--- config.mk ---
export PLATFORM = sky130hd
export DESIGN_NAME = memory_stage
export DESIGN_NICKNAME = d
export VERILOG_FILES = /design/src/rtl/memory_stage.sv
export SDC_FILE = /design/constraint.sdc
export NUM_CORES = 1
export LEC_CHECK = 0
export ABC_AREA = 0
export CAP_MARGIN = 0
export CORE_AREA = 4 4 128 118
export CTS_CLUSTER_SIZE = 12
export DETAILED_ROUTE_END_ITERATION = 16
export DIE_AREA = 0 0 132 122
export PLACE_DENSITY = 0.76
export REMOVE_ABC_BUFFERS = 1
export SLEW_MARGIN = 0
export SYNTH_ARGS = -nofsm -noshare
export SYNTH_HDL_FRONTEND = slang
export SYNTH_SLANG_ARGS = --single-unit
export TNS_END_PERCENT = 5
--- constraint.sdc ---
create_clock -name clk -period 2.6 [get_ports clk]
set_input_delay 0.52 -clock clk [delete_from_list [all_inputs] [get_ports clk]]
set_output_delay 0.52 -clock clk [all_outputs]
set_load 0.005 [all_outputs]
--- src/rtl/memory_stage.sv ---
// memory_stage: MEM pipeline stage with a simple IDLE/WAIT data-memory handshake
// and the MEM/WB pipeline register.
// Optional feature macro: MISALIGN_CHECK_EN, which traps misaligned half/word
// accesses instead of performing them at the aligned-down address.
module memory_stage #(
  parameter int D_WIDTH = 32
) (
  input  logic               clk,
  input  logic               rst_n,
  input  logic               valid_m,
  input  logic               reg_write_m,
  input  logic [1:0]         result_src_m,
  input  logic               mem_read_m,
  input  logic               mem_write_m,
  input  logic [2:0]         funct3_m,
  input  logic [D_WIDTH-1:0] alu_result_m,
  input  logic [D_WIDTH-1:0] write_data_m,
  input  logic [D_WIDTH-1:0] pc_plus4_m,
  input  logic [4:0]         rd_m,
  output logic               dmem_req,
  output logic               dmem_we,
  output logic [D_WIDTH-1:0] dmem_addr,
  output logic [D_WIDTH-1:0] dmem_wdata,
  output logic [3:0]         dmem_be,
  input  logic               dmem_ack,
  input  logic [D_WIDTH-1:0] dmem_rdata,
  output logic               stall_m,
  output logic               valid_w,
  output logic               reg_write_w,
  output logic [1:0]         result_src_w,
  output logic [D_WIDTH-1:0] alu_result_w,
  output logic [D_WIDTH-1:0] read_data_w,
  output logic [D_WIDTH-1:0] pc_plus4_w,
  output logic [4:0]         rd_w,
  output logic               misalign_w
);

  typedef enum logic {IDLE, WAIT} state_t;

  state_t             state, state_next;
  logic               mem_op;
  logic               misalign;
  logic               do_access;
  logic               complete;
  logic [1:0]         addr_lo;
  logic [7:0]         ld_byte;
  logic [15:0]        ld_half;
  logic [D_WIDTH-1:0] ld_data;

  assign addr_lo   = alu_result_m[1:0];
  assign mem_op    = valid_m & (mem_read_m | mem_write_m);
  assign do_access = mem_op & ~misalign;
  assign dmem_addr = {alu_result_m[D_WIDTH-1:2], 2'b00};
  assign dmem_we   = dmem_req & mem_write_m;

  // Misalignment detection: half accesses need addr[0]=0, word accesses addr[1:0]=0
  always_comb begin
    misalign = 1'b0;
`ifdef MISALIGN_CHECK_EN
    if (mem_op) begin
      if (funct3_m == 3'b001 || (mem_read_m && funct3_m == 3'b101))
        misalign = addr_lo[0];
      else if (funct3_m == 3'b010)
        misalign = (addr_lo != 2'b00);
    end
`endif
  end

  // Store lane steering: byte enables and replicated write data per access size
  always_comb begin
    dmem_be    = 4'b0000;
    dmem_wdata = write_data_m;
    if (mem_write_m) begin
      case (funct3_m)
        3'b000: begin
          dmem_be    = 4'b0001 << addr_lo;
          dmem_wdata = {4{write_data_m[7:0]}};
        end
        3'b001: begin
          dmem_be    = 4'b0011 << {addr_lo[1], 1'b0};
          dmem_wdata = {2{write_data_m[15:0]}};
        end
        default: dmem_be = 4'b1111;
      endcase
    end
  end

  // Load lane extraction with sign or zero extension
  always_comb begin
    ld_byte = dmem_rdata[7:0];
    case (addr_lo)
      2'd1:    ld_byte = dmem_rdata[15:8];
      2'd2:    ld_byte = dmem_rdata[23:16];
      2'd3:    ld_byte = dmem_rdata[31:24];
      default: ld_byte = dmem_rdata[7:0];
    endcase
    ld_half = addr_lo[1] ? dmem_rdata[31:16] : dmem_rdata[15:0];
    case (funct3_m)
      3'b000:  ld_data = {{(D_WIDTH-8){ld_byte[7]}}, ld_byte};
      3'b100:  ld_data = {{(D_WIDTH-8){1'b0}}, ld_byte};
      3'b001:  ld_data = {{(D_WIDTH-16){ld_half[15]}}, ld_half};
      3'b101:  ld_data = {{(D_WIDTH-16){1'b0}}, ld_half};
      default: ld_data = dmem_rdata;
    endcase
  end

  // Handshake FSM: request in IDLE, hold in WAIT until ack; reset kills everything
  always_comb begin
    state_next = state;
    dmem_req   = 1'b0;
    stall_m    = 1'b0;
    complete   = 1'b0;
    case (state)
      IDLE: begin
        if (do_access) begin
          dmem_req = 1'b1;
          if (dmem_ack) complete = 1'b1;
          else          state_next = WAIT;
        end else begin
          complete = 1'b1;
        end
      end
      WAIT: begin
        dmem_req = 1'b1;
        stall_m  = 1'b1;
        if (dmem_ack) begin
          complete   = 1'b1;
          state_next = IDLE;
        end
      end
      default: state_next = IDLE;
    endcase
    if (!rst_n) begin
      state_next = IDLE;
      dmem_req   = 1'b0;
      stall_m    = 1'b0;
      complete   = 1'b0;
    end
  end

  // State register and MEM/WB register: load on completion, otherwise insert a bubble
  always_ff @(posedge clk) begin
    if (!rst_n) begin
      state        <= IDLE;
      valid_w      <= 1'b0;
      reg_write_w  <= 1'b0;
      result_src_w <= 2'b00;
      alu_result_w <= '0;
      read_data_w  <= '0;
      pc_plus4_w   <= '0;
      rd_w         <= 5'd0;
      misalign_w   <= 1'b0;
    end else begin
      state <= state_next;
      if (complete && valid_m) begin
        valid_w      <= 1'b1;
        reg_write_w  <= reg_write_m & ~misalign;
        result_src_w <= result_src_m;
        alu_result_w <= alu_result_m;
        read_data_w  <= (mem_read_m && !misalign) ? ld_data : '0;
        pc_plus4_w   <= pc_plus4_m;
        rd_w         <= rd_m;
        misalign_w   <= misalign;
      end else begin
        valid_w     <= 1'b0;
        reg_write_w <= 1'b0;
      end
    end
  end

endmodule

# Word-level counts from Yosys, hierarchy flattened
# Index checks and enable logic that the tools add are counted.
# word_totals
regBits	106
out_inout_bits	177
word_cells	44
# op_classes
n_eq_ne	6
shift	2
n_mux	21
bitwise_logic	4
n_reduce_logical	3
# op_table
operator	count
32-bit case mux with 4 select lines	1
32-bit 2-to-1 mux	2
32-bit case mux with 2 select lines	1
8-bit case mux with 3 select lines	1
16-bit 2-to-1 mux	1
1-bit 2-to-1 mux	10
4-bit case mux with 2 select lines	1
3-bit == test, second input constant	2
1-bit case mux with 2 select lines	3
2-bit == test, second input constant	2
4-bit 2-to-1 mux	1
1-bit by 2-bit << shifter with 4-bit output, first input constant	1
2-bit by 2-bit << shifter with 4-bit output, first input constant	1
3-bit by 1-bit == test with 1-bit output, second input constant	1
3-bit zero test	1
1-bit AND	2
2-bit by 1-bit == test with 1-bit output, second input constant	1
2-bit AND reduction	1
1-bit logical AND	1
1-bit NOT	1
1-bit bitwise OR	1

# Depth between registers and ports, before layout
# Gate-level depths: netlist (run 1).
# logic_depth
word_depth	7
depth_mapped	7
mapped_depth_nobuf	5

# Worst setup path after synthesis (run 1)
# OpenSTA, ideal clock, no wires.
# synth_timing
kind	input to output
from	input funct3_m[1]
to	output dmem_wdata[10]
arrival_time_ps	1806
t_required_ps	2080
setup_slack_ps	274
stages	7
path_buffers	3
path_cell_list	buf_2 -> nor2_1 -> and2_1 -> buf_2 -> nor2b_1 -> buf_2 -> mux2_2
# synth_via
elab_chain_cells	3
word_cells_on_any_way	4
# synth_lines
item	line	rtl
start: declaration	15	input logic [2:0] funct3_m,
3-bit by 1-bit == test with 1-bit output / 3-bit zero test (equally long branches)	74	case (funct3_m)
32-bit case mux with 2 select lines (*)	74	
32-bit 2-to-1 mux (*)	73	if (mem_write_m) begin
end: declaration	23	output logic [D_WIDTH-1:0] dmem_wdata,
# Every way passes the cells marked *; elsewhere a longest branch is shown, timed or not.

# Worst setup path after layout (run 1)
# layout_timing
from	input funct3_m[1]
to	output dmem_wdata[12]
# Same word-level chain as after synthesis.

==> summary.txt, run 1 <==
Route
  • Routed Antenna Nets: 0
  • Vias: 5,213
  • TritonRoute pass-1 iters: 4
  • DR WL/cell: 17.2 um
  • Initial DRC count: 265
  • Via density: 4.95
  • Drt drc: 0
  • Post-Route WL: 18.1 mm

Worst setup path
  • Crit path max fanout: 8
  • Critical Path Sink Type: output port
  • Worst EP arrival: 2040 ps
  • CP Class: in -> out
  • Critical path startpoint category: primary input
  • Critical Path RT: 2080 ps

Floorplanning
  • DIE HEIGHT: 122 um
  • Die area: 16,100 um^2
  • Chip width: 132 um
  • Io pins: 322
  • CORE AREA: 13,800 um^2
  • Starting density of the core: 35.2%
  • Rows: 41

Power
  • Sw power: 0.00102 W
  • Leakage Power: 3.62 nW
  • Clock network fraction of total power: 36.5%
  • Cell Pwr Density: 495 nW/um^2
  • Sw Share: 24.4%
  • Combinational Power Share: 21.5%
  • P_int: 0.00316 W
  • Sequential Power Share: 42.0%
  • Maximum VDD drop: 0.000345 V

Global route
  • GRT busiest layer: met2
  • Initial antenna violation count: 0
  • Total gr overflow: 0
  • Met2 Use GR: 37.8%
  • Grt met1 use: 23.4%
  • First-pass GRT wire length: 27.2 mm
  • All-Layer GR Usage: 21.2%
  • Largest net degree at the start of global routing: 71
  • Vias in the first global route: 5,157
  • GRT met3 Usage: 8.09%

CTS
  • Hold-fix buffers, CTS: 0
  • CTS tree: built
  • Worst-skew pair later-pin latency: 350 ps
  • Bufs on Longest Clock Path: 2
  • CTS root buf: clkbuf_16
  • H-tree depth: 3
  • CTS sink count: 106
  • TritonCTS buffer count: 9
  • Clk slew on worst S/H paths: 70 ps

Synth
  • Netlist cell types: 40
  • Avg Cell Area, Syn: 8.15 um^2
  • Ranking of synthesized cells by area: dfxtp_1, nand2_1, nand3_1
  • Yosys top cell by area: dfxtp_1
  • Sequential area share after synthesis: 43.7%
  • Mapped Cells: 596
  • Count leader, synth: nand2_1
  • Synth async-reset ratio: 0%
  • Ys flop type: dfxtp_1
  • Synthesized flop and latch total: 106
  • Post-synth EDFFs: 0
  • Synthesized area: 4860 um^2
  • Commonest cells in the netlist: nand2_1, dfxtp_1, nand3_1, buf_4, clkbuf_1
  • Synth top area share: 43.7%
  • Yosys Warn Count: 0

Timing
  • Slew Limit Fails: 0
  • Achievable Freq: 390 MHz
  • Setup Viol. Count Final: 0
  • Slew @ Worst Pin: 749 ps
  • Final clock period utilization by the worst path: 98.5%
  • Setup TNS: 0 ps
  • Clock Skew: 6.82 ps
  • Final Hold Vio Count: 0
  • Tmin final: 2560 ps
  • Relative slew slack: 50.1%

Run
  • Total of max-cap violations: 0

Placed design
  • I/O Buffers: 318
  • DP Cell Count: 1,031
  • GPL Wtd Cong: 0.885
  • Final HPWL DP: 13.8 mm

Outcome
  • Status: completed

Min path
  • Hold Path Class: reg -> reg

Layout
  • Layout cell share with drive strength beyond 1: 9.19%
  • Final Util: 61.2%
  • Layout Nets: 1,021
  • Antenna Diode Count: 0
  • Area grow syn2layout: 73.9%
  • Finished Layout Cells: 1,053
==> cell families (layout without fill, tap and decap cells) <==
group / after synthesis / in the layout / synth area share (%)
and+or+nand+nor: 279 / 279 / 25.6
DFF: 106 / 106 / 43.7
buffers and inverters: 92 / 375 / 11.0
AOI/OAI and AO/OA: 84 / 84 / 12.2
muxes: 34 / 34 / 7.54
other: 1 / 3 / 0.0772
==> sequential cells by signal (all words and copies together) (netlist names) <==
name,cells
alu_result_w,32
reg_write_w,1
rd_w,5
read_data_w,32
pc_plus4_w,32
valid_w,1
state,1
result_src_w,2
==> stage by stage <==
stage / area [um^2] / power (W) / setup slack, ps / hold slack [ps]
after floorplan: 4360 / 0.00200 / -778 / 443
after global placement: 8030 / 0.00268 / -291 / 435
after detailed placement: 8030 / 0.00269 / -283 / 442
after CTS: 8410 / 0.00424 / 0.843 / 454
after global routing: 8450 / 0.00437 / -9.76 / 459
final: 8450 / 0.00418 / 38.5 / 452
==> worst paths after layout <==
kind / startpoint / to / slack [ps] / cells after the start
worst min register to register: pc_plus4_w[11] / pc_plus4_w[11] / 450 / 2
worst max-delay path: funct3_m[1] / dmem_wdata[12] / 40 / 8
worst min-delay path: pc_plus4_w[11] / pc_plus4_w[11] / 450 / 2
worst max register to register: state / read_data_w[17] / 940 / 4
==> cells in the final DEF, fill, tap and decap left out, types with 2 or more instances in the layout <==
cell,count
inv_8,2
and3b_1,7
nor2_1,10
and2_1,7
dlymetal6s2s_1,7
o21ai_0,22
buf_6,2
o2111ai_1,5
clkbuf_16,9
a221o_1,17
bufinv_16,2
o21a_1,2
or3_1,6
buf_4,28
dlygate4sd2_1,6
conb_1,3
buf_12,5
inv_1,5
dfxtp_1,106
clkdlybuf4s15_1,5
nand3_1,73
clkdlybuf4s50_1,299
a211o_1,7
a21oi_1,20
nor2b_1,3
mux2i_1,13
nand2_1,163
mux2_2,21
==> cell type report <==
class	instances	area (um^2)
Timing Repair Buffer	353	3520
Multi-Input combinational cell	400	2230
Fill cell	1215	5350
Sequential cell	106	2120
Clock inverter	6	96.3
Inverter	6	22.5
Clock buffer	10	239
Tap cell	172	215
==> worst max-delay path, stage by stage <==
cell           delay, ps
dlygate4sd2_1        260
nor2_2               140
and2_4               170
nor2b_4              130
buf_6                130
buf_4                110
mux2_2               310
dlygate4sd2_1        260
==> power by group through the flow <==
| stage | Sequential, W | Combinational, W | Clock (W) |
|---|---|---|---|
| floorplan | 0.00180 | 0.000200 | 0 |
| global placement | 0.00179 | 0.000895 | 0 |
| detailed placement | 0.00179 | 0.000900 | 0 |
| CTS | 0.00175 | 0.000904 | 0.00158 |
| global route | 0.00177 | 0.000964 | 0.00164 |
| finish | 0.00175 | 0.000899 | 0.00153 |
==> layer usage <==
| metal | vias up | wire, um |
|---|---|---|
| li1 | 2553 | - |
| met1 | 2398 | 7150 |
| met2 | 239 | 9040 |
| met3 | 23 | 1590 |
| met4 | 0 | 369 |
| met5 | - | 0 |
==> repair_timing <==
item,in CTS,in global routing
pin swaps,1,1
buffers inserted,6,0
gates resized for setup,15,17
endpoints found under the setup margin,25,27
No activity file was read; power rests on OpenSTA's default activity.
==> run 2: changes to the inputs <==
- CELL_PAD_IN_SITES_DETAIL_PLACEMENT: unset -> 1
- CELL_PAD_IN_SITES_GLOBAL_PLACEMENT: unset -> 1
- CORE_AREA: 4 4 128 118 -> 4 4 155 142
- DIE_AREA: 0 0 132 122 -> 0 0 159 146
- TNS_END_PERCENT: 5 -> 100
==> summary.txt, run 2 (synthesized netlist as in run 1, its figures left out) <==
Worst setup path
  • Slowest stage delay, CP: 520 ps (+210 ps)
  • Critical path startpoint category: primary input
  • Cell mode on critical path: clkdlybuf4s50_1
  • R2R Path Start: state
  • Critical Path RT: 2080 ps (about the same)
  • R2R Path End: read_data_w[15]
  • Worst EP arrival: 2000 ps (-40 ps)
  • Critical Path Sink Type: output port
  • R2R Setup Slk: 960 ps (+20 ps)
  • CP Class: in -> out
  • Crit path max fanout: 4 (-4)
  • R2R cell count: 4 (unchanged)
  • Crit-path slowest cell: clkdlybuf4s50_1
  • Crit-path cells: clkdlybuf4s50_1 > nor2b_1 > o21ai_0 > and2_1 > clkdlybuf4s50_1

Run
  • Total of max-cap violations: 0 (unchanged)

Power
  • Cell Pwr Density: 484 nW/um^2 (-2.3%)
  • Leakage Power: 3.55 nW (-1.8%)
  • Total power draw: 0.00408 W (-2.4%)
  • Maximum VDD drop: 0.000236 V (-32%)

Global route
  • Vias in the first global route: 5,502 (+6.7%)
  • Total gr overflow: 0 (unchanged)
  • Largest net degree at the start of global routing: 70 (-1.4%)
  • First-pass GRT wire length: 31.0 mm (+14%)
  • Initial antenna violation count: 1 (+1)
  • All-Layer GR Usage: 16.7% (-4.5 points)

Timing
  • Final clock period utilization by the worst path: 96.8% (-1.7 points)
  • Clock Skew: 9.02 ps (+2.20 ps)
  • Achievable Freq: 397 MHz (+1.8%)
  • Final Hold Vio Count: 0 (unchanged)
  • Slew @ Worst Pin: 767 ps (+17.9 ps)
  • Tmin final: 2520 ps (-45.4 ps)
  • Slew Limit Fails: 0 (unchanged)
  • Setup Viol. Count Final: 0 (unchanged)
  • Hold WS: 452 ps (-0.286 ps)
  • RSZ-0062 raised after global routing: no
  • Relative slew slack: 48.9% (-1.2 points)

Layout
  • Area of the multi-input gates: 2230 um^2 (about the same)
  • Regs by FF count: alu_result_w x32, pc_plus4_w x32, read_data_w x32
  • Most frequent cells in the layout: clkdlybuf4s50_1, nand2_1, dfxtp_1
  • Finished Layout Cells: 1,139 (+8.2%)
  • Most common cell after layout, fill and taps aside: clkdlybuf4s50_1
  • Layout Nets: 1,019 (-0.20%)
  • Layout cell share with drive strength beyond 1: 9.45% (+0.26 points)
  • Area grow syn2layout: 73.6%
  • Fillers: 2,366 (+95%)
  • Final Util: 41.2% (-20 points)
  • Register area: 2120 um^2 (unchanged)

Floorplanning
  • Rows: 50 (+22%)
  • Io pins: 322 (unchanged)
  • CORE AREA: 20,500 um^2 (+48%)
  • Die area: 23,200 um^2 (+44%)
  • DIE HEIGHT: 146 um (+20%)
  • Chip width: 159 um (+20%)
  • Starting density of the core: 23.8% (-11 points)

CTS
  • CTS sink count: 106 (unchanged)
  • Worst-skew pair later-pin latency: 350 ps (about the same)
  • H-tree depth: 3 (unchanged)
  • Clk slew on worst S/H paths: 70 ps (about the same)
  • Bufs on Longest Clock Path: 2 (unchanged)
  • CTS tree: built
  • CTS root buf: clkbuf_16
  • TritonCTS buffer count: 9 (unchanged)
  • Hold-fix buffers, CTS: 0 (unchanged)

Route
  • Post-Route WL: 20.1 mm (+11%)
  • Drt drc: 0 (unchanged)
  • Via density: 4.58 (-7.5%)
  • TritonRoute pass-1 iters: 4 (unchanged)
  • Routed Antenna Nets: 0 (unchanged)
  • Initial DRC count: 171 (-35%)
  • DR WL/cell: 17.7 um (+2.6%)
  • Vias: 5,214 (+0.019%)

Placed design
  • GPL Wtd Cong: 0.815 (-7.9%)
  • I/O Buffers: 318 (unchanged)
  • DP Cell Count: 1,118 (+8.4%)
  • Final HPWL DP: 15.4 mm (+12%)

Min path
  • HP Start: pc_plus4_w[30]
  • Hold EP: pc_plus4_w[30]
  • Hold Path Class: reg -> reg
  • Hold Crit Depth: 2 (unchanged)

Outcome
  • Status: completed
==> run 2: cell types whose count changed in the layout (fill, tap and decap cells not counted), moves of 2 or more <==
cell             previous run  this run
clkbuf_2                    0         6
buf_12                      5         3
dlymetal6s2s_1              7         4
clkdlybuf4s50_1           299       294
clkinvlp_4                  0         2
dlygate4sd2_1               6        13
clkdlybuf4s15_1             5         0
==> run 2: worst max-delay path by stage <==
| stage | from | endpoint | depth (start not counted) |
|---|---|---|---|
| final | alu_result_m[0] | dmem_be[0] | 5 |
| after global placement | funct3_m[1] | dmem_wdata[13] | 7 |
| after floorplan | mem_write_m | reg_write_w | 4 |
| after detailed placement | funct3_m[1] | dmem_wdata[15] | 7 |
| after global routing | funct3_m[2] | dmem_wdata[29] | 7 |
| after CTS | funct3_m[2] | dmem_wdata[12] | 8 |
==> run 2: per-layer routing <==
layer / up-vias / routed length [um] / GRT usage [%]
met1: 2438 / 8480 / 19.7
met4: 0 / 437 / 5.68
met5: - / 0 / 0
li1: 2540 / - / -
met2: 211 / 9730 / 28.7
met3: 25 / 1480 / 5.41
==> run 2: final cells by class <==
cell class	instances	area share (%)
inverters	6	0.267
flip-flops and latches	106	25.2
multi-input cells	400	26.5
repair buffers	351	40.7
clock inverters	6	0.875
clock buffers	9	2.67
diodes	1	0.0297
well taps	260	3.86
==> run 2: power by group <==
| part | switching [W] | internal [W] | total (W) |
|---|---|---|---|
| Sequential | 0.0000441 | 0.00171 | 0.00176 |
| Combinational | 0.000349 | 0.000549 | 0.000899 |
| Clock | 0.000668 | 0.000757 | 0.00142 |
| Total | 0.00106 | 0.00302 | 0.00408 |
==> run 2: worst max-delay path: cells and delay by family <==
kind / cells / cell delay, ps
compound gates: 1 / 90
simple gates: 2 / 390
buf+inv: 2 / 980
==> run 2: through the flow <==
step	worst slack [ps]	area, um^2	TNS [ps]
floorplan	-778	4360	-48630
global placement	-403	8100	-7750
detailed placement	-450	8100	-8680
CTS	8.97	8450	0
global route	7.02	8440	0
finish	83.9	8440	0
==> run 2: repair_timing <==
| action | 4_1_cts | 5_1_grt |
|---|---|---|
| setup endpoints to repair | 28 | 10 |
| pin swaps | 2 | 0 |
| setup buffers | 5 | 0 |
| gates resized for setup | 32 | 10 |
==> run 3: changes to the inputs <==
- CORE_AREA: 4 4 155 142 -> 2 2 153 140
- CTS_CLUSTER_DIAMETER: unset -> 120
- DIE_AREA: 0 0 159 146 -> 0 0 155 142
- clock period: 2.6 -> 2.5 ns (I/O delays scaled with it)
==> summary.txt, run 3 (synthesized netlist as in run 1, its figures left out) <==
Timing
  • RSZ-0062 raised after global routing: no
  • Final clock period utilization by the worst path: 98.3%
  • Achievable Freq: 407 MHz
  • Clock Skew: 6.81 ps (-2.21 ps)
  • Final Hold Vio Count: 0 (unchanged)
  • Slew Limit Fails: 0 (unchanged)
  • Tmin final: 2460 ps
  • Setup Viol. Count Final: 0 (unchanged)

CTS
  • TritonCTS buffer count: 9 (unchanged)
  • Hold-fix buffers, CTS: 0 (unchanged)
  • CTS root buf: clkbuf_16
  • CTS sink count: 106 (unchanged)
  • CTS tree: built
  • H-tree depth: 3 (unchanged)
  • Worst-skew pair later-pin latency: 350 ps (about the same)
  • Bufs on Longest Clock Path: 2 (unchanged)
  • Clk slew on worst S/H paths: 70 ps (about the same)

Worst setup path
  • Critical Path Sink Type: output port
  • R2R Path End: read_data_w[20]
  • CP Class: in -> out
  • R2R Path Start: state
  • Critical path startpoint category: primary input
  • Worst EP arrival: 1960 ps (-40 ps)
  • R2R cell count: 4 (unchanged)
  • Crit path max fanout: 12 (+8)
  • Critical Path RT: 2000 ps (-80 ps)
  • R2R Setup Slk: 840 ps (-120 ps)

Min path
  • Hold Path Class: reg -> reg
  • Hold EP: alu_result_w[12]
  • HP Start: alu_result_w[12]
  • Hold Crit Depth: 2 (unchanged)

Floorplanning
  • Io pins: 322 (unchanged)
  • Chip width: 155 um (-2.5%)
  • Die area: 22,000 um^2 (-5.2%)
  • CORE AREA: 20,500 um^2 (unchanged)
  • DIE HEIGHT: 142 um (-2.7%)
  • Starting density of the core: 23.8% (unchanged)
  • Rows: 50 (unchanged)

Route
  • Initial DRC count: 234 (+37%)
  • Post-Route WL: 20.2 mm (about the same)
  • Routed Antenna Nets: 0 (unchanged)
  • DR WL/cell: 17.5 um (-0.86%)
  • TritonRoute pass-1 iters: 4 (unchanged)
  • Drt drc: 0 (unchanged)
  • Via density: 4.62 (+0.83%)
  • Vias: 5,308 (+1.8%)

Placed design
  • I/O Buffers: 318 (unchanged)
  • DP Cell Count: 1,121 (+0.27%)
  • Final HPWL DP: 15.0 mm (-2.7%)
  • GPL Wtd Cong: 0.811 (-0.44%)

Layout
  • Regs by FF count: alu_result_w x32, pc_plus4_w x32, read_data_w x32
  • Finished Layout Cells: 1,150 (+0.97%)
  • Area grow syn2layout: 76.9%
  • Layout cell share with drive strength beyond 1: 10.7% (+1.2 points)
  • Most frequent cells in the layout: clkdlybuf4s50_1, nand2_1, dfxtp_1
  • Most common cell after layout, fill and taps aside: clkdlybuf4s50_1
  • Layout Nets: 1,028 (+0.88%)

Global route
  • Vias in the first global route: 5,373 (-2.3%)
  • Initial antenna violation count: 1 (unchanged)
  • Largest net degree at the start of global routing: 73 (+4.3%)
  • First-pass GRT wire length: 30.4 mm (-2.2%)
  • All-Layer GR Usage: 17.8% (+1.1 points)
  • Total gr overflow: 0 (unchanged)

Power
  • Total power draw: 0.00429 W (+5.1%)
  • Maximum VDD drop: 0.000278 V (+18%)
  • Cell Pwr Density: 498 nW/um^2 (+3.1%)
  • Leakage Power: 3.67 nW (+3.4%)

Run
  • Total of max-cap violations: 0 (unchanged)

Outcome
  • Status: completed
run 3: area by class of cell:
class / instances / area [um^2]
sequential: 106 / 2120
tap: 260 / 325
multi-input combinational: 400 / 2240
timing repair buffer: 360 / 3580
clock buffer: 9 / 225
inverter: 6 / 22.5
clock inverter: 7 / 82.6
antenna: 2 / 5.00
fill: 2397 / 11900
run 3: how the worst max path moves through the flow:
stage	startpoint	slack, ps	to
2_1_floorplan	mem_write_m	-860	reg_write_w
3_3_place_gp	funct3_m[1]	-410	dmem_wdata[8]
3_5_place_dp	funct3_m[1]	-450	dmem_wdata[8]
4_1_cts	funct3_m[2]	-3	dmem_wdata[8]
5_1_grt	funct3_m[2]	3	dmem_wdata[19]
6_report	funct3_m[2]	40	dmem_wdata[21]
run 3: per-layer routing:
layer | track usage, % | routed length, um
met3 | 5.05 | 1660
met5 | 0 | 0
met2 | 32.2 | 10100
met1 | 20.1 | 8050
met4 | 6.14 | 329
run 3: metrics by stage:
stage | cell area (um^2) | utilization [%] | hold slack [ps] | setup slack (ps) | TNS, ps
floorplan | 4360 | - | 443 | -858 | -54870
global placement | 8180 | 40.0 | 435 | -411 | -8390
detailed placement | 8180 | 40.0 | 445 | -448 | -9340
CTS | 8590 | 42.0 | 459 | -2.86 | -2.86
global route | 8600 | 42.0 | 475 | 3.07 | 0
finish | 8600 | 42.0 | 453 | 42.1 | 0
run 3: where the power goes:
part           total, W  internal (W)  switching, W
combinational  0.000955      0.000587      0.000368
clock           0.00150      0.000794      0.000709
sequential      0.00183       0.00178     0.0000470
run 3: timing repair:
action                                  4_1_cts  5_1_grt
gates cloned                                  1        0
endpoints found under the setup margin       30       21
gates resized for setup                      40       15
setup buffers                                 8        2
pin swaps                                     4        3
run 3: critical path, cell delays in order:
cell             delay (ps)
dlygate4sd2_1           250
nor2_2                  110
and2_4                  180
buf_12                  130
mux2_2                  330
clkdlybuf4s50_1         440
